--- src/rtl/adc_decim_capture_ctrl.sv ---
// rtl/adc_decim_capture_ctrl.sv - triggered ADC decimator that captures one frame onto a stream master
// Latches ratio/length on start, waits for trig, emits every R-th sample until L samples are loaded.
module adc_decim_capture_ctrl #(
   parameter int DATA_WIDTH = 12,
   parameter int MAX_RATIO  = 256,
   parameter int MAX_LEN    = 1024,
   localparam int RW        = $clog2(MAX_RATIO),
   localparam int LW        = $clog2(MAX_LEN)
) (
   input  logic                  clk,
   input  logic                  reset,
   input  logic [RW-1:0]         cfg_decim,
   input  logic [LW-1:0]         cfg_len,
   input  logic                  start,
   input  logic                  abort,
   input  logic                  trig,
   input  logic [DATA_WIDTH-1:0] data_in,
   output logic [DATA_WIDTH-1:0] m_axis_tdata,
   output logic                  m_axis_tvalid,
   input  logic                  m_axis_tready,
   output logic                  m_axis_tlast,
   output logic                  busy,
   output logic                  done,
   output logic                  overflow
);

   typedef enum logic [1:0] {
      IDLE    = 2'd0,
      ARMED   = 2'd1,
      CAPTURE = 2'd2,
      FLUSH   = 2'd3
   } state_t;

   state_t                state_q, state_d;
   logic [RW-1:0]         ratio_q, ratio_d;
   logic [LW-1:0]         len_q, len_d;
   logic [RW-1:0]         dcnt_q, dcnt_d;
   logic [LW-1:0]         scnt_q, scnt_d;
   logic [DATA_WIDTH-1:0] tdata_q, tdata_d;
   logic                  tvalid_q, tvalid_d;
   logic                  tlast_q, tlast_d;
   logic                  done_q, done_d;
   logic                  ovf_q, ovf_d;

   logic accept;
   logic point;
   logic out_free;
   logic last_sample;

   assign accept      = tvalid_q & m_axis_tready;
   assign point       = (state_q == CAPTURE) && (dcnt_q == ratio_q);
   assign out_free    = ~tvalid_q | accept;
   assign last_sample = (scnt_q == len_q);

   always_comb begin
      state_d  = state_q;
      ratio_d  = ratio_q;
      len_d    = len_q;
      dcnt_d   = dcnt_q;
      scnt_d   = scnt_q;
      tdata_d  = tdata_q;
      tvalid_d = tvalid_q;
      tlast_d  = tlast_q;
      done_d   = 1'b0;
      ovf_d    = ovf_q;

      if (accept) begin
         tvalid_d = 1'b0;
         tlast_d  = 1'b0;
      end

      case (state_q)
         IDLE: begin
            if (start) begin
               ratio_d = cfg_decim;
               len_d   = cfg_len;
               ovf_d   = 1'b0;
               state_d = ARMED;
            end
         end
         ARMED: begin
            if (trig) begin
               dcnt_d  = '0;
               scnt_d  = '0;
               state_d = CAPTURE;
            end
         end
         CAPTURE: begin
            dcnt_d = (dcnt_q == ratio_q) ? '0 : dcnt_q + 1'b1;
            // A point that finds the output register still held is lost, not queued.
            if (point) begin
               if (out_free) begin
                  tdata_d  = data_in;
                  tvalid_d = 1'b1;
                  tlast_d  = last_sample;
                  if (last_sample) begin
                     scnt_d  = '0;
                     state_d = FLUSH;
                  end else begin
                     scnt_d = scnt_q + 1'b1;
                  end
               end else begin
                  ovf_d = 1'b1;
               end
            end
         end
         FLUSH: begin
            if (accept && tlast_q) begin
               done_d  = 1'b1;
               state_d = IDLE;
            end
         end
         default: state_d = IDLE;
      endcase

      // Abort keeps the latched config and the sticky overflow; only the frame is dropped.
      if (abort) begin
         state_d  = IDLE;
         ratio_d  = ratio_q;
         len_d    = len_q;
         dcnt_d   = '0;
         scnt_d   = '0;
         tvalid_d = 1'b0;
         tlast_d  = 1'b0;
         done_d   = 1'b0;
         ovf_d    = ovf_q;
      end
   end

   always_ff @(posedge clk) begin
      if (reset) begin
         state_q  <= IDLE;
         ratio_q  <= '0;
         len_q    <= '0;
         dcnt_q   <= '0;
         scnt_q   <= '0;
         tdata_q  <= '0;
         tvalid_q <= 1'b0;
         tlast_q  <= 1'b0;
         done_q   <= 1'b0;
         ovf_q    <= 1'b0;
      end else begin
         state_q  <= state_d;
         ratio_q  <= ratio_d;
         len_q    <= len_d;
         dcnt_q   <= dcnt_d;
         scnt_q   <= scnt_d;
         tdata_q  <= tdata_d;
         tvalid_q <= tvalid_d;
         tlast_q  <= tlast_d;
         done_q   <= done_d;
         ovf_q    <= ovf_d;
      end
   end

   assign m_axis_tdata  = tdata_q;
   assign m_axis_tvalid = tvalid_q;
   assign m_axis_tlast  = tlast_q;
   assign busy          = (state_q != IDLE);
   assign done          = done_q;
   assign overflow      = ovf_q;

endmodule
--- config.mk ---
export PLATFORM = sky130hd
export DESIGN_NAME = adc_decim_capture_ctrl
export DESIGN_NICKNAME = d
export VERILOG_FILES = /design/src/rtl/adc_decim_capture_ctrl.sv
export SDC_FILE = /design/constraint.sdc
export NUM_CORES = 1
export LEC_CHECK = 0
export ABC_AREA = 1
export CAP_MARGIN = 20
export CORE_MARGIN = 1
export CORE_UTILIZATION = 47
export DETAILED_ROUTE_END_ITERATION = 7
export MAX_ROUTING_LAYER = met4
export PLACE_DENSITY_LB_ADDON = 0.12
export SYNTH_ARGS = -nofsm -noshare
export SYNTH_HDL_FRONTEND = slang
export SYNTH_SLANG_ARGS = --single-unit
export TNS_END_PERCENT = 100
--- constraint.sdc ---
create_clock -name clk -period 1.7 [get_ports clk]
set_input_delay 0.34 -clock clk [delete_from_list [all_inputs] [get_ports clk]]
set_output_delay 0.34 -clock clk [all_outputs]
set_load 0.05 [all_outputs]
==> results of run 1 <==
[registers in the layout, summed over array words and instances (netlist names), 2 cells and up]
signal / flops
ratio_q: 8
m_axis_tdata: 12
scnt_q: 10
len_q: 10
dcnt_q: 8
state_q: 2
[kinds of logic (layout without fill, tap and decap cells)]
logic type / Yosys count / in the layout / share of synthesized area, %
buffers and inverters: 48 / 114 / 7.265
adder cells (fa/ha/maj): 7 / 7 / 3.218
XOR/XNOR: 18 / 18 / 5.793
flip-flops: 54 / 54 / 39.72
AND/OR/NAND/NOR: 204 / 205 / 32.18
AO/OA/AOI/OAI: 55 / 55 / 11.82
[area by class of cell]
class                      instances  share of cell area (%)
clock inverter                     3                   1.127
tap                               72                   2.535
timing repair buffer              71                   17.92
multi-input combinational        285                   41.97
clock buffer                       5                   1.937
inverter                          35                   3.873
sequential                        54                   30.63
[per-layer routing]
layer  wire length [um]  global-route usage (%)
met5                  0                       -
met4                 88                   6.111
met3                227                   3.837
met2               3012                   36.93
met1               2928                   27.12
[cell usage in the layout, fill, tap and decap left out, drive strengths merged]
cell type	instances
buf	36
clkinv	2
bufinv	1
o21ba	1
o21a	1
dfxtp	54
a41o	1
nand3	20
clkdlybuf4s50	35
nand2	118
a211oi	9
inv	34
xnor2	8
nand4	5
ha	7
nor3	9
clkbuf	5
clkinvlp	1
xor2	10
a21oi	35
nor2	53
o21ai	8
[critical path, cell delays in order, from the launching register on]
cell	delay [ps]
dfxtp_2	360
inv_2	100
ha_4	160
clkinvlp_4	140
buf_12	180
[power breakdown]
| part | total [mW] | internal, mW | switching, mW |
|---|---|---|---|
| clock | 0.859 | 0.434 | 0.425 |
| sequential | 1.35 | 1.31 | 0.0332 |
| combinational | 0.649 | 0.276 | 0.373 |
| total | 2.86 | 2.02 | 0.831 |
[metrics by stage]
| stage | hold WS [ps] | setup TNS [ps] | util [%] |
|---|---|---|---|
| 3_3_place_gp | 450.4 | -35.17 | 61.31 |
| 6_report | 466.1 | 0 | 64.14 |
| 3_5_place_dp | 452.9 | -85.85 | 61.31 |
| 4_1_cts | 468.0 | 0 | 63.28 |
| 5_1_grt | 487.2 | 0 | 64.14 |
| 2_1_floorplan | 450.6 | -839.2 | - |
[worst max-delay path by stage]
stage	end	slack, ps	cells past startpoint
2_1_floorplan	ratio_q[1]	-70	8
3_3_place_gp	state_q[1]	-20	10
3_5_place_dp	state_q[1]	-70	10
4_1_cts	state_q[1]	50	10
5_1_grt	dcnt_q[6]	0.7	9
6_report	busy	120	4
==> results.md, run 1 <==
* Top FF cell, synth: dfxtp_1
* CTS tree: yes
* Post-synth EDFFs at 0
* Hpwl dp at about 4600 um
* Post-synth top area cell: dfxtp_1
* Max Root-Sink Buffers at 2
* Post-Route WL at between 6000 and 7000 um
* Share of layout cells above drive strength 1 at 17.44%
* Ant. Diodes at 0
* Die Span Y at around 78 um
* Vias per cell at between 4 and 5
* Area contributors post-synth: dfxtp_1 40%, nand2_1 16%, nor2_1 6.3%
* Hold WC Path Type: register to register
* Worst min-delay path endpoint: m_axis_tdata[5]
* Largest net degree at the start of global routing at 28
* Reg clk slew, reported paths at 90 ps
* WHS Path Cells at 2
* Worst IR Drop VDD at ~0.44 mV
* Total CTS buffers at 5
* Final Hold Vio Count at 0
* H-tree depth at 2
* Leakage power at about 1.4 nW
* Post-CTS Setup Repair Bufs at 0
* Layout Nets at roughly 500
* Clock sinks at between 50 and 60
* Post-synthesis sequential area ratio at about two fifths
* Synth async-reset ratio at 0%
* Slew Limit Fails at 0
* Die X at 78.09 um
* Post-synth top area share at 39.72%
* Worst Reg-to-Reg Cells at 9
* Initial DRC count at 133
* Clock skew at between 5 and 6 ps
* 1st-pass router iterations at 4
* DR vias at approximately 2.6k
* Achievable Freq at 631.9 MHz
* CTS Hold Bufs at 0
* RSZ-0062 raised after global routing: false
* Die area at approximately 0.0061 sq mm
* R2R Setup Slk at approximately 130 ps
* Post-CTS sizing at 0
* Syn Area/Cell at ~7.1 sq um
* Yosys synthesis warning count at 0
* Critical path launch point type: register
* Layout area overhead at 30.57%
* Crit-path max FO at 4
* Vias in the first global route at between 2k and 2.5k
* Dpl cells at between 500 and 600
* Pwr per Cell Area at between 800 and 900 mW/mm^2
* Post-synthesis cell type count at 27
* WP data required at roughly 1400 ps
* Placement Cell Area at about 0.0034 sq mm
* WP data arrival at between 1000 and 1500 ps
* Total power at between 2 and 3 mW
* Max-slew headroom at a little under three quarters
* Post-Layout Cell Count at 525
* WL/cell at around 12 um
* Reg-to-reg endpoint: dcnt_q[6]
* Final setup viols at 0
* Hold Path Origin: m_axis_tdata[5]
* Final period util at between 90% and 100%
* Worst setup EP type: output port
* Area taken by multi-input logic gates at between 0.001 and 0.0015 sq mm
* Initial antenna violation count at 0
* Setup CP Type: register to output port
* # IOs at 53
* GP Congestion at between 0.8 and 0.9
* First-pass GRT wire length at approximately 10000 um
* # DRC at 0
* Final ANT Viol Nets at 0
* Port bufs at 52
* Final worst slack at around 120 ps
* Clk_lat worst skew at 310 ps
* Outcome: finished clean
* Core area at ~0.0055 sq mm
* Synth Net Count at 429
* Mapped cell area at 0.002721 sq mm
* Slew @ Worst Pin at ~430 ps
* Initial Utilization at ~49%
* CP startpoint: state_q[0]
* Pre-CTS WS at -65.44 ps
* Post-synthesis cell count at around 390
* Crit Reg-Reg Startpoint: state_q[1]
* Root buffer cell: clkbuf_8
* Post-layout min period at about 1600 ps
* Register area at 0.001089 sq mm
* Fill count at just over 500
* Number of synthesized register bits at between 50 and 60
* Max-cap violations at 0
* Grt ovf at 0
* Overall Global Routing Usage at 21.97%
* Synth cell count leaders: 114 x nand2_1, 54 x dfxtp_1, 46 x nor2_1
* Count leader, synth: nand2_1
* Finished Cell Area at 0.003553 sq mm
* Row count at 27
Note: power is estimated with default switching activity, not from simulation.
==> run 2: changes to the inputs <==
CORE_MARGIN = 2   (was 1)
CTS_CLUSTER_SIZE = 8   (was not set)
==> run 2 against run 1 <==
  * Sequential power is essentially flat
  * First-iteration DRC count grew 5.3%
  * Combinational power is essentially flat
  * Via count grew 1.1%
  * Sequential share of layout area is essentially flat
  * Largest power group unchanged
  * Highest routed layer unchanged
==> results.md, run 2 (synthesis gave the netlist of run 1 again) <==
* R2R Setup Slk at between 100 and 150 ps
* Max-cap violations at 0
* Achievable Freq at about 630 MHz
* Slew Limit Fails at 0
* Worst path cell trace: inv_2, ha_1, inv_2, nor2_2, a21oi_4, nand4_1, nor2_1, xnor2_1, nor2_1
* Outcome: finished clean
* Critical-path top delay cell: dfxtp_2
* Port bufs at 52
* Overall Global Routing Usage at around 22%
* WL/cell at 12.14 um
* Total power at between 2 and 3 mW
* Most frequent cells in the layout: 114 x nand2_1, 47 x dfxtp_1, 43 x nor2_1, 37 x buf_4, 35 x clkdlybuf4s50_1
* # IOs at 53
* Clk_lat worst skew at just over 300 ps
* Row count at 27
* Post-CTS Setup Repair Bufs at 0
* Root buffer cell: clkbuf_8
* Number of flip-flops in the largest register at 12
* Final period util at between 90 and 100%
* Final setup viols at 0
* Clock sinks at 54
* WP data required at roughly 1900 ps
* # DRC at 0
* Ant. Diodes at 0
* Final worst slack at between 100 and 150 ps
* Setup TNS at 0 ps
* Layout Nets at approximately 500
* Post-layout min period at ~1600 ps
* Share of layout cells above drive strength 1 at ~18%
* Max-slew headroom at ~71%
* Max Root-Sink Buffers at 2
* GP Congestion at around 0.84
* Slew @ Worst Pin at 428.9 ps
* Hold WC Path Type: register to register
* Finished Cell Area at between 0.003 and 0.004 sq mm
* Pre-CTS WS at -64.61 ps
* Largest net degree at the start of global routing at 28
* Leakage power at approximately 1.4 nW
* DR vias at around 2.6k
* Vias in the first global route at approximately 2.5k
* Die area at ~0.0064 sq mm
* Layout area overhead at 30.99%
* Final Hold Vio Count at 0
* First-pass GRT wire length at ~11000 um
* Die X at between 80 and 90 um
* Core area at between 0.005 and 0.006 sq mm
* Grt ovf at 0
* Clock skew at slightly below 8 ps
* Critical path launch point type: register
* Initial DRC count at between 100 and 150
* Placement Cell Area at 0.003432 sq mm
* H-tree depth at 2
* Pwr per Cell Area at between 700 and 800 mW/mm^2
* Commonest non-fill, non-tap cell in the layout: nand2_1
* Die Span Y at around 80 um
* RSZ-0062 raised after global routing: false
* WP data arrival at 1790 ps
* Vias per cell at a little under 5
* Final ANT Viol Nets at 0
* CTS tree: yes
* Worst IR Drop VDD at about 0.47 mV
* Initial antenna violation count at 0
* Reg clk slew, reported paths at around 90 ps
* Worst setup EP type: register
* Post-Route WL at 6410 um
* Initial Utilization at slightly below 50%
* Crit-path max FO at 5
* Largest stage delay, worst path at about 370 ps
* 1st-pass router iterations at 4
* CTS Hold Bufs at 0
* Setup CP Type: register to register
* Hpwl dp at ~4700 um
* Fill count at roughly 530
* Total CTS buffers at 5
run 2: where the power goes:
group	internal, mW	switching, mW
clock network	0.330	0.413
logic	0.280	0.367
registers	1.31	0.0332
total	1.92	0.813
run 2: cell type report:
class                   instances  area [sq um]  area share [%]
flip-flops and latches         54          1092           30.64
clock inverters                 1         5.005          0.1404
multi-input cells             285          1488           41.73
repair buffers                 74         668.1           18.74
well taps                      72         90.09           2.527
inverters                      35         135.1           3.791
clock buffers                   7         86.33           2.422
run 2: through the flow:
step	hold WS [ps]	util, %	instances
floorplan	450.6	-	386
global placement	450.0	61.95	519
detailed placement	459.0	61.95	519
CTS	473.0	63.60	527
global route	490.8	64.34	528
finish	470.6	64.34	528
run 2: final timing paths:
kind,from,cells past startpoint,to
setup / recovery,state_q[1],9,dcnt_q[6]
hold / removal,m_axis_tdata[9],2,m_axis_tdata[9]
setup reg to reg,state_q[1],9,dcnt_q[6]
hold reg to reg,m_axis_tdata[9],2,m_axis_tdata[9]
run 2: repair_timing:
item,in CTS,in global routing
resized for setup,0,16
endpoints found under the hold margin,0,0
endpoints found under the setup margin,0,14
run 2: critical path: cells and delay by family (launching register included):
| kind | cells | cell delay [ps] |
|---|---|---|
| XOR/XNOR | 1 | 130 |
| AND/OR/NAND/NOR | 4 | 440 |
| adder cells (fa/ha/maj) | 1 | 180 |
| buffers and inverters | 2 | 150 |
| flip-flops | 1 | 370 |
| AO/OA/AOI/OAI | 1 | 200 |
run 2: per-layer routing:
layer	global-route usage, %	wire length [um]	vias up
met4	5.932	72	0
met2	37.33	3100	60
met3	3.483	247	7
li1	-	-	1374
met5	-	0	-
met1	28.01	2990	1168
==> run 3: changes to the inputs <==
SLEW_MARGIN = 0   (was not set)
==> results of run 3 <==
The final DEF is identical to that of run 2; final timing and power are the same.
